[src/rtl/rr_burst_scheduler_pkg.sv]
// Shared types and helpers for the round-robin burst scheduler.
package rr_sched_pkg;

  typedef enum logic {
    IDLE = 1'b0,
    OWN  = 1'b1
  } sched_state_e;

  // Upper bound on agent count supported by the helpers below.
  localparam int unsigned MAX_AGENTS = 32;

  // One-hot vector with bit idx set; callers size-cast to their agent count.
  function automatic logic [MAX_AGENTS-1:0] onehot(input int unsigned idx);
    return MAX_AGENTS'(1) << idx;
  endfunction

  // Next index after idx, wrapping at n.
  function automatic int unsigned wrap_inc(input int unsigned idx, input int unsigned n);
    return (idx + 1 >= n) ? 0 : idx + 1;
  endfunction

endpackage

[src/rtl/rr_burst_scheduler_pick.sv]
// Round-robin pick: first requester after last_owner, wrapping around.
module rr_pick
  import rr_sched_pkg::*;
#(
  parameter  int unsigned NumOfAgents = 4,
  localparam int unsigned IdW         = $clog2(NumOfAgents)
) (
  input  logic [NumOfAgents-1:0] req,
  input  logic [IdW-1:0]         last_owner,
  output logic [IdW-1:0]         winner,
  output logic                   any
);

  logic [NumOfAgents-1:0] rotated;
  int unsigned            start;
  int unsigned            pos;

  // Rotate so the search origin sits at bit 0, take the lowest set bit, map back.
  always_comb begin
    rotated = '0;
    pos     = 0;
    start   = wrap_inc(32'(last_owner), NumOfAgents);
    for (int k = 0; k < int'(NumOfAgents); k++) begin
      rotated[k] = req[IdW'((start + k) % NumOfAgents)];
    end
    for (int k = int'(NumOfAgents) - 1; k >= 0; k--) begin
      if (rotated[k]) pos = k;
    end
    any    = |req;
    winner = IdW'((start + pos) % NumOfAgents);
  end

endmodule

[src/rtl/rr_burst_scheduler.sv]
// Shares one valid/ready beat port among several agents, round-robin, with a
// per-turn beat quantum. One arbitration cycle (bubble) between turns.
module rr_burst_scheduler
  import rr_sched_pkg::*;
#(
  parameter  int unsigned NumOfAgents = 4,
  parameter  int unsigned DataWidth   = 32,
  parameter  int unsigned MaxBurst    = 8,
  localparam int unsigned IdW         = $clog2(NumOfAgents),
  localparam int unsigned CntW        = (MaxBurst > 1) ? $clog2(MaxBurst) : 1
) (
  input  logic                             clk,
  input  logic                             rst,
  input  logic [NumOfAgents-1:0]           req_valid,
  input  logic [NumOfAgents*DataWidth-1:0] req_data,
  input  logic [NumOfAgents-1:0]           req_last,
  output logic [NumOfAgents-1:0]           req_ready,
  output logic                             out_valid,
  output logic [DataWidth-1:0]             out_data,
  output logic                             out_last,
  output logic [IdW-1:0]                   out_id,
  input  logic                             out_ready,
  output logic [NumOfAgents-1:0]           grant
);

  localparam logic [CntW-1:0] CNT_MAX = CntW'(MaxBurst - 1);

  sched_state_e           state_q, state_d;
  logic [NumOfAgents-1:0] grant_q, grant_d;
  logic [IdW-1:0]         own_q, own_d;
  logic [CntW-1:0]        beat_cnt_q, beat_cnt_d;
  logic [IdW-1:0]         last_owner_q, last_owner_d;

  logic [IdW-1:0]         pick_winner;
  logic                   pick_any;
  logic                   xfer;

  rr_pick #(
    .NumOfAgents(NumOfAgents)
  ) u_pick (
    .req       (req_valid),
    .last_owner(last_owner_q),
    .winner    (pick_winner),
    .any       (pick_any)
  );

  // State, ownership and beat-count registers; last_owner resets so agent 0 wins first.
  always_ff @(posedge clk or posedge rst) begin
    if (rst) begin
      state_q      <= IDLE;
      grant_q      <= '0;
      own_q        <= '0;
      beat_cnt_q   <= '0;
      last_owner_q <= IdW'(NumOfAgents - 1);
    end else begin
      state_q      <= state_d;
      grant_q      <= grant_d;
      own_q        <= own_d;
      beat_cnt_q   <= beat_cnt_d;
      last_owner_q <= last_owner_d;
    end
  end

  // Next-state logic plus the owner passthrough and ready demux.
  always_comb begin
    state_d      = state_q;
    grant_d      = grant_q;
    own_d        = own_q;
    beat_cnt_d   = beat_cnt_q;
    last_owner_d = last_owner_q;
    req_ready    = '0;
    out_valid    = 1'b0;
    out_data     = '0;
    out_last     = 1'b0;
    xfer         = 1'b0;

    case (state_q)
      IDLE: begin
        if (pick_any) begin
          state_d    = OWN;
          grant_d    = NumOfAgents'(onehot(32'(pick_winner)));
          own_d      = pick_winner;
          beat_cnt_d = '0;
        end
      end
      OWN: begin
        out_valid        = req_valid[own_q];
        out_data         = req_data[own_q*DataWidth +: DataWidth];
        out_last         = req_last[own_q];
        req_ready[own_q] = out_ready;
        xfer             = out_valid & out_ready;
        // A beat that is both last and quantum-final releases exactly once.
        if (xfer) begin
          if (out_last || (beat_cnt_q == CNT_MAX)) begin
            state_d      = IDLE;
            grant_d      = '0;
            last_owner_d = own_q;
            beat_cnt_d   = '0;
          end else begin
            beat_cnt_d = beat_cnt_q + 1'b1;
          end
        end
      end
      default: state_d = IDLE;
    endcase
  end

  assign out_id = own_q;
  assign grant  = grant_q;

endmodule

[config.mk]
export PLATFORM = sky130hd
export DESIGN_NAME = rr_burst_scheduler
export DESIGN_NICKNAME = d
export VERILOG_FILES = /design/src/rtl/rr_burst_scheduler_pkg.sv /design/src/rtl/rr_burst_scheduler_pick.sv /design/src/rtl/rr_burst_scheduler.sv
export SDC_FILE = /design/constraint.sdc
export NUM_CORES = 1
export LEC_CHECK = 0
export CAP_MARGIN = 20
export CORE_MARGIN = 2
export CORE_UTILIZATION = 33
export DETAILED_ROUTE_END_ITERATION = 10
export HOLD_SLACK_MARGIN = 0.08
export PLACE_DENSITY = 0.88
export SLEW_MARGIN = 5
export SYNTH_ARGS = -nofsm -noshare
export SYNTH_HDL_FRONTEND = slang
export SYNTH_SLANG_ARGS = --single-unit
[constraint.sdc]
create_clock -name clk -period 7.3 [get_ports clk]
set_clock_uncertainty 0.1 [all_clocks]
set_input_delay 1.095 -clock clk [delete_from_list [all_inputs] [get_ports clk]]
set_output_delay 1.095 -clock clk [all_outputs]
set_load 0.02 [all_outputs]
Word-level counts from Yosys, hierarchy flattened
Index checks and enable logic that the tools add are counted.
- flip-flop bits (word level): 12
- logic and storage cells: 69
- input port bits: 139
- $lt $le $gt $ge: 7
- shift-type cells: 2
- muxes and demuxes: 35
- add/sub/neg operators: 6
- equal/unequal tests: 4
- reductions and logical operators: 7
- bitwise logic cells: 3
- operators with widths (operator ; number):
    $shiftx 128x8->32 ; 1
    $mux 32 ; 1
    $mux 4 ; 4
    $lt 2x3->1 const B ; 5
    $bmux 1 s2 ; 6
    $mux 1 ; 12
    $mux 2 ; 5
    $mux 3 ; 3
    $pmux 4 s2 ; 1
    $pmux 3 s2 ; 1
    $reduce_and 3->1 ; 2
    $add 2x2->2 const B ; 2
    $and 4x4->4 ; 1
    $ne 2x1->1 const B ; 2
    $reduce_and 2->1 ; 2
    $reduce_or 4->1 ; 1
    $shl 1x2->4 const A ; 1
    $add 2x1->3 const B ; 1
    $add 3x1->3 const B ; 1
    $eq 3x3->1 const B ; 1
    $ge 3x3->1 const B ; 1
    $add 2x1->2 const B ; 1
    $add 2x2->2 ; 1
    $demux 1 s2 ; 1
    7 further kinds ; 7

Logic depth before layout (Yosys ltp)
Gate-level depths: netlist (run 1).
- depth in word-level cells: 14
- depth in mapped cells: 13
- depth with buffers taken out: 12

Modules after synthesis
Synthesis (run 1) repeated with hierarchy kept, for this count alone.
- cells, all modules: 156
- area total of the unflattened synthesis: 1789.2 µm²
- modules (own cells, without submodules) (module ; cells an instance ; instances ; area an instance (µm²)):
    rr_burst_scheduler ; 139 ; 1 ; 1675.4
    rr_pick ; 17 ; 1 ; 113.9

Worst setup path before layout (run 1)
No wires, ideal clock.
- path kind: input -> register
- start: in req_valid[2]
- end: reg grant_q[0] (netlist: grant[0])
- data arrival time: 3.188 ns
- library setup time: 0.122 ns
- data required time: 7.078 ns
- slack: 3.890 ns
- stages: 12
- cell sequence: clkbuf_1 > nand2_1 > a21oi_1 > nor2_1 > a211oi_1 > a21oi_1 > ha_1 > xnor2_2 > nor2_1 > a22o_1 > a211o_4 > a32o_1
- cells in the longest elaborated chain, start to end: 10
- ends and longest elaborated chain (what ; line ; source):
    from (decl) ; rr_burst_scheduler.sv:14 ; input logic [NumOfAgents-1:0] req_valid,
    $bmux 1 s2 ; rr_burst_scheduler_pick.sv:24 ; rotated[k] = req[IdW'((start + k) % NumOfAgents)];
    $mux 1 (implied by the code) ; rr_burst_scheduler_pick.sv:24 ;
    $mux 2 (4 in series) ; rr_burst_scheduler_pick.sv:27 ; if (rotated[k]) pos = k;
    $add 2x2->2 ; rr_burst_scheduler_pick.sv:30 ; winner = IdW'((start + pos) % NumOfAgents);
    $shl 1x2->4 ; rr_burst_scheduler_pkg.sv:14 ; return MAX_AGENTS'(1) << idx;
    $mux 4 ; rr_burst_scheduler.sv:79 ; if (pick_any) begin
    $pmux 4 s2 ; rr_burst_scheduler.sv:77 ; case (state_q)
    to (signal assigned) ; rr_burst_scheduler.sv:57 ; grant_q <= grant_d;
    to (decl) ; rr_burst_scheduler.sv:29 ; logic [NumOfAgents-1:0] grant_q, grant_d;
Parallel ways exist; a longest one is shown, timed or not. The select of a mux whose other input is x is not followed.
A chain may end at the register's enable or synchronous reset.

Final worst setup path (run 1)
- start: in req_valid[0]
- end: out out_valid
- cells in the longest elaborated chain, start to end: 3
- ends and longest elaborated chain (what ; line ; source):
    $bmux 1 s2 ; rr_burst_scheduler.sv:87 ; out_valid = req_valid[own_q];
    $mux 1 (implied by the code) ; rr_burst_scheduler.sv:87 ;
    $mux 1 ; rr_burst_scheduler.sv:77 ;
    to (decl) ; rr_burst_scheduler.sv:18 ; output logic out_valid,
Every way passes these cells. The select of a mux whose other input is x is not followed.

==> results.toml, run 1 <==
[routing]
post_drt_wl_per_cell_um = 19.1
dr.pass1.iters = 4
via_per_inst = 5.36
drt_iter0_drc = 87
wl_met2_um = 4310
wl_met3_um = 666
ant_nets = 0
highest_layer = "met4"
drt-total-wl_um = 7990
wl_met1_um = 2890
via_count = 2241
drc = 0

[clock_network]
post_cts_buffers = 0
postCtsHoldBufs = 0
clkTransAtPathRegs_ns = 0.05
cts_max_level = 1
clock_sinks = 12
cts_buffers = 3
cts-root-buf = "clkbuf_8"
cts_resized = 0
clkLatencyLatePin_ns = 0.24
clock_path_buffers = 2
tritoncts = "built"

[global_routing]
grt_pass1_vias = 2272
grt_pass1_wl_um = 11600
antenna_found_initial = 0
grt-ovfl-total = 0
grt.total_usage_pct = 23.6
grt_max_degree = 44

[placed_design]
dp_slack_ns = 3.12
hpwl_um = 6610
finalWeightedCongestion = 0.812
portBuffers = 182

[synthesis]
syn_inst = 175
yosys.cell_types.count = 46
yosysWarningCount = 0
synth_top_area_share_pct = 38.1
synth_nets = 318
postSynthAreaPerCell_sq_um = 10.8
async_flop_share_pct = 100
synth_edf_count = 0
ys_seq_elements = 12
ys_top_cells_by_area = "mux4_2 (38%), dfrtp_1 (13%), and2_1 (11%), dfstp_2 (2.8%), ha_1 (2.6%)"
synth_ff_type = "dfrtp_1"
netlist_area_sq_um = 1890
synth_top_area_cell = "mux4_2"
yosysSeqAreaShare_pct = 16.0

[setup_path]
path_buf_inv = 2
path_delay_family = "buffers and inverters"
slowest_stage = "clkdlybuf4s50_1"
path_max_fanout = 10
cp_cell_sequence = "clkdlybuf4s50_1, mux2i_1, nor2b_1, a211oi_1, clkdlybuf4s50_1"
worstSetupPathType = "in2out"
cp.required_ns = 6.11
cp-start-kind = "input port"
critPathMaxStageDelay_ns = 0.67
r2r_slack_ns = 4.22
cp_common_cell = "clkdlybuf4s50_1"
worstPathArrival_ns = 2.98
end_kind = "output port"

[pwr]
power-per-cell-area_nw_per_um2 = 311
peakVddDrop_mv = 0.249
p_leak_nw = 1.38

[outcome]
status = "finished, final reports clean"

[die]
io_pins = 183
fp.dieH_um = 79.7
core_sq_um = 5510
rows = 27
dieArea_sq_um = 6350
dieWidth_um = 79.7
initial_core_util_pct = 34.3

[timing]
rsz0062_at_grt = "no"
relSlewSlack_pct = 37.2
setup_viol = 0
min_period_over_period_pct = 57.1
fin_ws_ns = 3.13
fin_crit_ns = 4.17
worstMarginPinSlew_ns = 0.942
final_hold_viol_count = 0
setup-tns-final_ns = 0
clock.fmax_mhz = 240
report.final.slew_viol_count = 0

[run]
maxCapViolCount = 0

[cells_and_area]
drive_gt1_share_pct = 14.5
fill_cells = 428
diodes = 0
syn_to_final_growth_pct = 101
nNetsFinal = 490

[min_path]
hold_path_class = "reg2reg"
[per-stage QoR]
step,util (%),hold WS [ns],instances,power (W),cell area (sq um)
finish,68.8,0.405,418,0.00118,3790
global route,68.8,0.422,418,0.00125,3790
CTS,68.8,0.402,418,0.00118,3790
detailed placement,67.8,0.398,414,0.00111,3730
global placement,67.8,0.380,414,0.00109,3730
floorplan,-,0.363,175,0.000730,1890
[final timing paths]
check | startpoint | endpoint | cells after the start
worst max-delay path | req_valid[0] | out_valid | 5
worst min register to register | beat_cnt_q[0] | beat_cnt_q[0] | 1
min in group asynchronous | rst | beat_cnt_q[1] | 2
worst max register to register | last_owner_q[0] | grant[0] | 12
max in group asynchronous | rst | last_owner_q[0] | 2
worst min-delay path | beat_cnt_q[0] | beat_cnt_q[0] | 1
[routing by layer]
layer | GRT usage, % | vias up
met5 | 0 | -
met2 | 45.1 | 124
li1 | - | 1022
met4 | 3.97 | 0
met3 | 4.41 | 13
met1 | 27.4 | 1082
[placed cells by master (no fill, tap or decap), drive strengths merged]
cell / n
o31ai: 3
a21boi: 1
a21oi: 4
o21a: 1
o22a: 1
a21o: 1
nor2: 13
a22oi: 2
nand2: 7
o22ai: 1
o311ai: 1
o21ai: 3
inv: 4
or4b: 1
a211o: 1
clkdlybuf4s50: 182
o211ai: 1
nand3b: 1
clkbuf: 4
o2111ai: 1
a22o: 2
or2: 2
nor3b: 1
buf: 2
nor3: 2
xnor2: 1
a211oi: 3
nor4: 1
mux4: 32
o21bai: 1
mux2i: 4
mux2: 1
ha: 4
a32o: 3
nor2b: 5
nand2b: 1
dfstp: 2
nand3: 4
and2: 32
dfrtp: 10
[state kept, by name (all words and copies together), names as in the netlist]
signal and count:
grant 4, beat_cnt_q 3, state_q 1, out_id 2, last_owner_q 2
[cell type report]
class | instances | area [sq um] | share of cell area (%)
Timing Repair Buffer | 184 | 1840 | 48.5
Tap cell | 72 | 90.1 | 2.38
Inverter | 4 | 15.0 | 0.396
Multi-Input combinational cell | 142 | 1490 | 39.3
Clock buffer | 4 | 55.1 | 1.45
Sequential cell | 12 | 304 | 8.02
[Yosys cell counts, types with 2 or more instances]
library cell and instances:
buf_2 6, nor2_1 13, nand2_1 7, clkbuf_1 8
a32o_1 3, a211oi_1 3, nor2b_1 5, dfstp_2 2
a22o_1 2, ha_1 4, a21oi_1 4, nor3_1 2
o21ai_0 2, dfrtp_1 10, mux4_2 32, a22oi_1 2
inv_1 4, mux2i_1 4, and2_1 32, nand3_1 4
[worst register-to-register path, delay by kind of cell (launching register included)]
family,cells,cell delay [ns]
fa+ha+maj,2,0.55
xor+xnor,1,0.25
simple gates,3,0.24
compound gates,6,1.26
flops,1,0.57
[kinds of logic after synthesis]
kind of cell	count (synthesis)	share of synthesized area (%)
adder cells (fa/ha/maj)	4	2.65
AND/OR/NAND/NOR	70	20.7
AO/OA/AOI/OAI	30	13.8
buffers and inverters	21	5.17
flip-flops	12	16.0
multiplexers	37	40.9
XOR/XNOR	1	0.861
[where the power goes]
group / total [W] / switching, W / leakage [nW] / internal (W)
Sequential: 0.000121 / 0.0000273 / 0.150 / 0.0000932
Combinational: 0.000985 / 0.000463 / 1.20 / 0.000522
Clock: 0.0000731 / 0.0000253 / 0.0288 / 0.0000477
(Power assumes the default switching activity.)
==> run 2, diff against run 1 <==
--- a/config.mk
+++ b/config.mk
@@ -7,10 +7,10 @@
 export LEC_CHECK = 0
 export CAP_MARGIN = 20
 export CORE_MARGIN = 2
-export CORE_UTILIZATION = 33
+export CORE_UTILIZATION = 31
 export DETAILED_ROUTE_END_ITERATION = 10
 export HOLD_SLACK_MARGIN = 0.08
-export PLACE_DENSITY = 0.88
+export PLACE_DENSITY = 0.83
 export SLEW_MARGIN = 5
 export SYNTH_ARGS = -nofsm -noshare
 export SYNTH_HDL_FRONTEND = slang
==> constraint.sdc (replaced) <==
create_clock -name clk -period 4.3 [get_ports clk]
set_clock_uncertainty 0.1 [all_clocks]
set_input_delay 0.645 -clock clk [delete_from_list [all_inputs] [get_ports clk]]
set_output_delay 0.645 -clock clk [all_outputs]
set_load 0.02 [all_outputs]
==> results.toml, run 2 (same netlist as run 1, synthesis figures left out) <==
[timing]
fin_ws_ns = 0.964
clock.fmax_mhz = 300
fin_crit_ns = 3.34
rsz0062_at_grt = "no"
worstMarginPinSlew_ns = 0.829
relSlewSlack_pct = 44.7
min_period_over_period_pct = 77.6
final_hold_viol_count = 0
report.final.slew_viol_count = 0
setup_viol = 0
setup-tns-final_ns = 0

[placed_design]
placedInstanceArea_sq_um = 3770
finalWeightedCongestion = 0.809
dp_slack_ns = 0.773
hpwl_um = 6640
portBuffers = 182

[pwr]
peakVddDrop_mv = 0.447
power-per-cell-area_nw_per_um2 = 528
p_leak_nw = 1.39
totalPowerFinal_w = 0.00202

[global_routing]
grt_use_met1_pct = 25.4
grt.met3_usage_pct = 4.95
antenna_found_initial = 0
grt_max_degree = 24
grt.total_usage_pct = 21.6
grt_pass1_wl_um = 11100
grt_use_met2_pct = 40.1
grt_pass1_vias = 2194
grt-ovfl-total = 0
top_usage_layer = "met2"

[clock_network]
tritoncts = "built"
post_cts_buffers = 0
cts_buffers = 3
cts-root-buf = "clkbuf_8"
clkTransAtPathRegs_ns = 0.05
postCtsHoldBufs = 0
cts_resized = 0
clock_sinks = 12
clkLatencyLatePin_ns = 0.24
cts_max_level = 1
clock_path_buffers = 2

[setup_path]
worstPathArrival_ns = 3.36
rr_endpoint = "grant[0]"
cp-start-kind = "input port"
r2r_start = "last_owner_q[0]"
worstSetupPathType = "in2reg"
reg2reg_depth = 12
end_kind = "flop"
cp.required_ns = 4.33
path_max_fanout = 10
r2r_slack_ns = 1.18

[cells_and_area]
regArea_sq_um = 304
fill_cells = 490
largest_reg_flops = 4
drive_gt1_share_pct = 14.7
nNetsFinal = 491
layout_common_cells = "clkdlybuf4s50_1 (182), mux4_2 (32), and2_1 (32)"
final_area_sq_um = 3830
layout.cells.most_common = "clkdlybuf4s50_1"
multi_input_area_sq_um = 1490
syn_to_final_growth_pct = 103

[routing]
drt_iter0_drc = 76
dr.pass1.iters = 6
ant_nets = 0
drt-total-wl_um = 7850
via_per_inst = 5.17
via_count = 2187
post_drt_wl_per_cell_um = 18.6
drc = 0

[die]
fp.dieH_um = 82.1
core_sq_um = 5920
rows = 28
dieWidth_um = 82.1
io_pins = 183
initial_core_util_pct = 31.9
dieArea_sq_um = 6730

[min_path]
hp-start = "grant[2]"
worstHoldPathCells = 2
hold-path-endpoint = "grant[2]"
hold_path_class = "reg2reg"

[outcome]
status = "finished, final reports clean"

[run]
maxCapViolCount = 0
run 2: changes by cell type in the layout (fill, tap and decap cells not counted):
cell     change
buf_12       +2
buf_4        -1
diode_2      +1
run 2: final cells by class:
cell class              instances  share of cell area (%)
multi-input cells             142                    38.9
well taps                      75                    2.45
inverters                       4                   0.392
diodes                          1                  0.0654
flip-flops and latches         12                    7.94
clock buffers                   4                    1.44
repair buffers                185                    48.8
run 2: how the worst max path moves through the flow:
stage	from	endpoint	cells past startpoint
floorplan	req_valid[2]	grant[0]	12
global placement	req_valid[2]	grant[0]	12
detailed placement	req_valid[2]	grant[0]	12
CTS	out_id[0]	out_data[29]	4
global route	req_valid[2]	grant[0]	12
finish	req_valid[2]	grant[0]	12
run 2: critical path, stage by stage:
cell             delay [ns]
clkdlybuf4s50_1        0.69
nor2b_1                0.12
a21oi_1                0.13
nor2_1                 0.05
a211oi_1               0.21
a21oi_1                0.07
ha_1                   0.23
xnor2_2                0.27
nor2_1                 0.11
a22o_1                 0.26
a211o_4                0.35
a32o_1                 0.22
run 2: power by group:
| group | leakage, nW | internal (W) | switching [W] | total (W) |
|---|---|---|---|---|
| Clock | 0.0288 | 0.0000810 | 0.0000433 | 0.000124 |
| Sequential | 0.150 | 0.000158 | 0.0000967 | 0.000254 |
| Combinational | 1.21 | 0.000908 | 0.000737 | 0.00164 |
| Total | 1.39 | 0.00115 | 0.000877 | 0.00202 |
run 2: metal layers:
metal  up-vias  share of wire, %
met4         0               1.4
met1      1051                37
li1       1026                 -
met3        10               8.9
met2       100                53
met5         -                 0
run 2: metrics by stage:
step	hold slack [ns]	util, %	cells
floorplan	0.363	-	175
global placement	0.381	63.7	418
global route	0.453	64.6	422
CTS	0.412	64.6	422
finish	0.409	64.7	423
detailed placement	0.400	63.7	418
==> run 3, diff against run 2 <==
==> constraint.sdc (replaced) <==
create_clock -name clk -period 3.35 [get_ports clk]
set_clock_uncertainty 0.1 [all_clocks]
set_input_delay 0.5025 -clock clk [delete_from_list [all_inputs] [get_ports clk]]
set_output_delay 0.5025 -clock clk [all_outputs]
set_load 0.02 [all_outputs]
==> results.toml, run 3 (same netlist as run 1, synthesis figures left out) <==
[cells_and_area]
diodes = 0
drive_gt1_share_pct = 15.7
nNetsFinal = 494
syn_to_final_growth_pct = 104
utilization_pct = 65.0
largest_reg_flops = 4
fill_cells = 470
layout.cells.most_common = "clkdlybuf4s50_1"
layout_common_cells = "clkdlybuf4s50_1 (182), mux4_2 (32), and2_1 (32)"

[setup_path]
cp-start-kind = "flop"
worstSetupStartpoint = "last_owner_q[0]"
cp_cell_sequence = "ha_2, nand2_1, a21oi_1, nor2_1, a211oi_1, a21oi_1, ha_1, xnor2_2, nor2_1, a22o_1, a211o_4, o31ai_4"
end_kind = "flop"
worstSetupPathType = "reg2reg"
path_max_fanout = 8
r2r_start = "last_owner_q[0]"
worstPathArrival_ns = 3.15
cp.required_ns = 3.41
critPathMaxStageDelay_ns = 0.56
path_delay_family = "compound AO/OA/AOI/OAI gates"
path_buf_inv = 0
slowest_stage = "dfstp_2"

[clock_network]
post_cts_buffers = 0
clock_sinks = 12
cts_max_level = 1
clkTransAtPathRegs_ns = 0.05
clock_path_buffers = 2
cts-root-buf = "clkbuf_8"
clkLatencyLatePin_ns = 0.25
cts_buffers = 3
tritoncts = "built"

[routing]
drt_iter0_drc = 129
drt-total-wl_um = 8010
via_count = 2239
post_drt_wl_per_cell_um = 18.8
via_per_inst = 5.27
ant_nets = 0
dr.pass1.iters = 4
drc = 0

[die]
dieArea_sq_um = 6730
dieWidth_um = 82.1
initial_core_util_pct = 31.9
rows = 28
core_sq_um = 5920
fp.dieH_um = 82.1
io_pins = 183

[min_path]
hold_path_class = "reg2reg"
hp-start = "beat_cnt_q[0]"

[global_routing]
grt_pass1_vias = 2185
grt_max_degree = 42
grt-ovfl-total = 0
grt_pass1_wl_um = 11200
antenna_found_initial = 0
grt.total_usage_pct = 21.9

[timing]
rsz0062_at_grt = "no"
report.final.slew_viol_count = 0
fin_crit_ns = 3.09
hold_slack_ns = 0.398
final_hold_viol_count = 0
worstMarginPinSlew_ns = 0.465
clock.fmax_mhz = 323
min_period_over_period_pct = 92.3
setup_viol = 0
setup-tns-final_ns = 0
fin_ws_ns = 0.257
relSlewSlack_pct = 69.0

[pwr]
power-per-cell-area_nw_per_um2 = 677
peakVddDrop_mv = 0.590
p_leak_nw = 1.40

[run]
maxCapViolCount = 0

[placed_design]
dp_slack_ns = 0.116
portBuffers = 182
finalWeightedCongestion = 0.868
hpwl_um = 6580

[outcome]
status = "finished, final reports clean"
## run 3: path summary, 6_finish.rpt
| kind | to | slack (ns) | cells after the start |
|---|---|---|---|
| min in group asynchronous | beat_cnt_q[2] | 0.46 | 2 |
| max in group asynchronous | out_id[0] | 2.35 | 2 |
| max | grant[3] | 0.26 | 12 |
| min reg2reg | beat_cnt_q[0] | 0.40 | 1 |
| max reg2reg | grant[3] | 0.26 | 12 |
| min | beat_cnt_q[0] | 0.40 | 1 |
## run 3: power breakdown
part	switching [W]	total, W	internal (W)
clock	0.0000595	0.000164	0.000104
sequential	0.0000515	0.000255	0.000204
combinational	0.00102	0.00219	0.00117
## run 3: area by class of cell
cell class | instances | area [sq um] | share of cell area, %
timing repair buffer | 188 | 1890 | 49.1
multi-input combinational | 142 | 1490 | 38.7
sequential | 12 | 304 | 7.89
tap | 75 | 93.8 | 2.44
clock buffer | 4 | 55.1 | 1.43
inverter | 4 | 15.0 | 0.390
## run 3: worst register-to-register path: stages, from the launching register on
cell and delay [ns]:
dfstp_2 0.56, ha_2 0.28, nand2_1 0.08, a21oi_1 0.22
nor2_1 0.07, a211oi_1 0.20, a21oi_1 0.07, ha_1 0.23
xnor2_2 0.24, nor2_1 0.11, a22o_1 0.25, a211o_4 0.35
o31ai_4 0.25
## run 3: per-layer routing
| metal | GRT usage (%) | vias up | wire (um) |
|---|---|---|---|
| met5 | 0 | - | 0 |
| met2 | 38.6 | 125 | 4100 |
| met4 | 6.50 | 0 | 151 |
| met3 | 6.26 | 11 | 759 |
| met1 | 25.7 | 1073 | 3000 |
| li1 | - | 1030 | - |
## run 3: stage by stage
step	cell area [sq um]	cells	total power (W)
detailed placement	3790	421	0.00245
global placement	3790	421	0.00242
floorplan	1890	175	0.00159
finish	3850	425	0.00261
CTS	3850	425	0.00262
global route	3850	425	0.00277
## run 3: timing repair
action / CTS / global route
gates resized for setup: 0 / 1
hold buffers: 0 / 0
endpoints found under the setup margin: 0 / 4
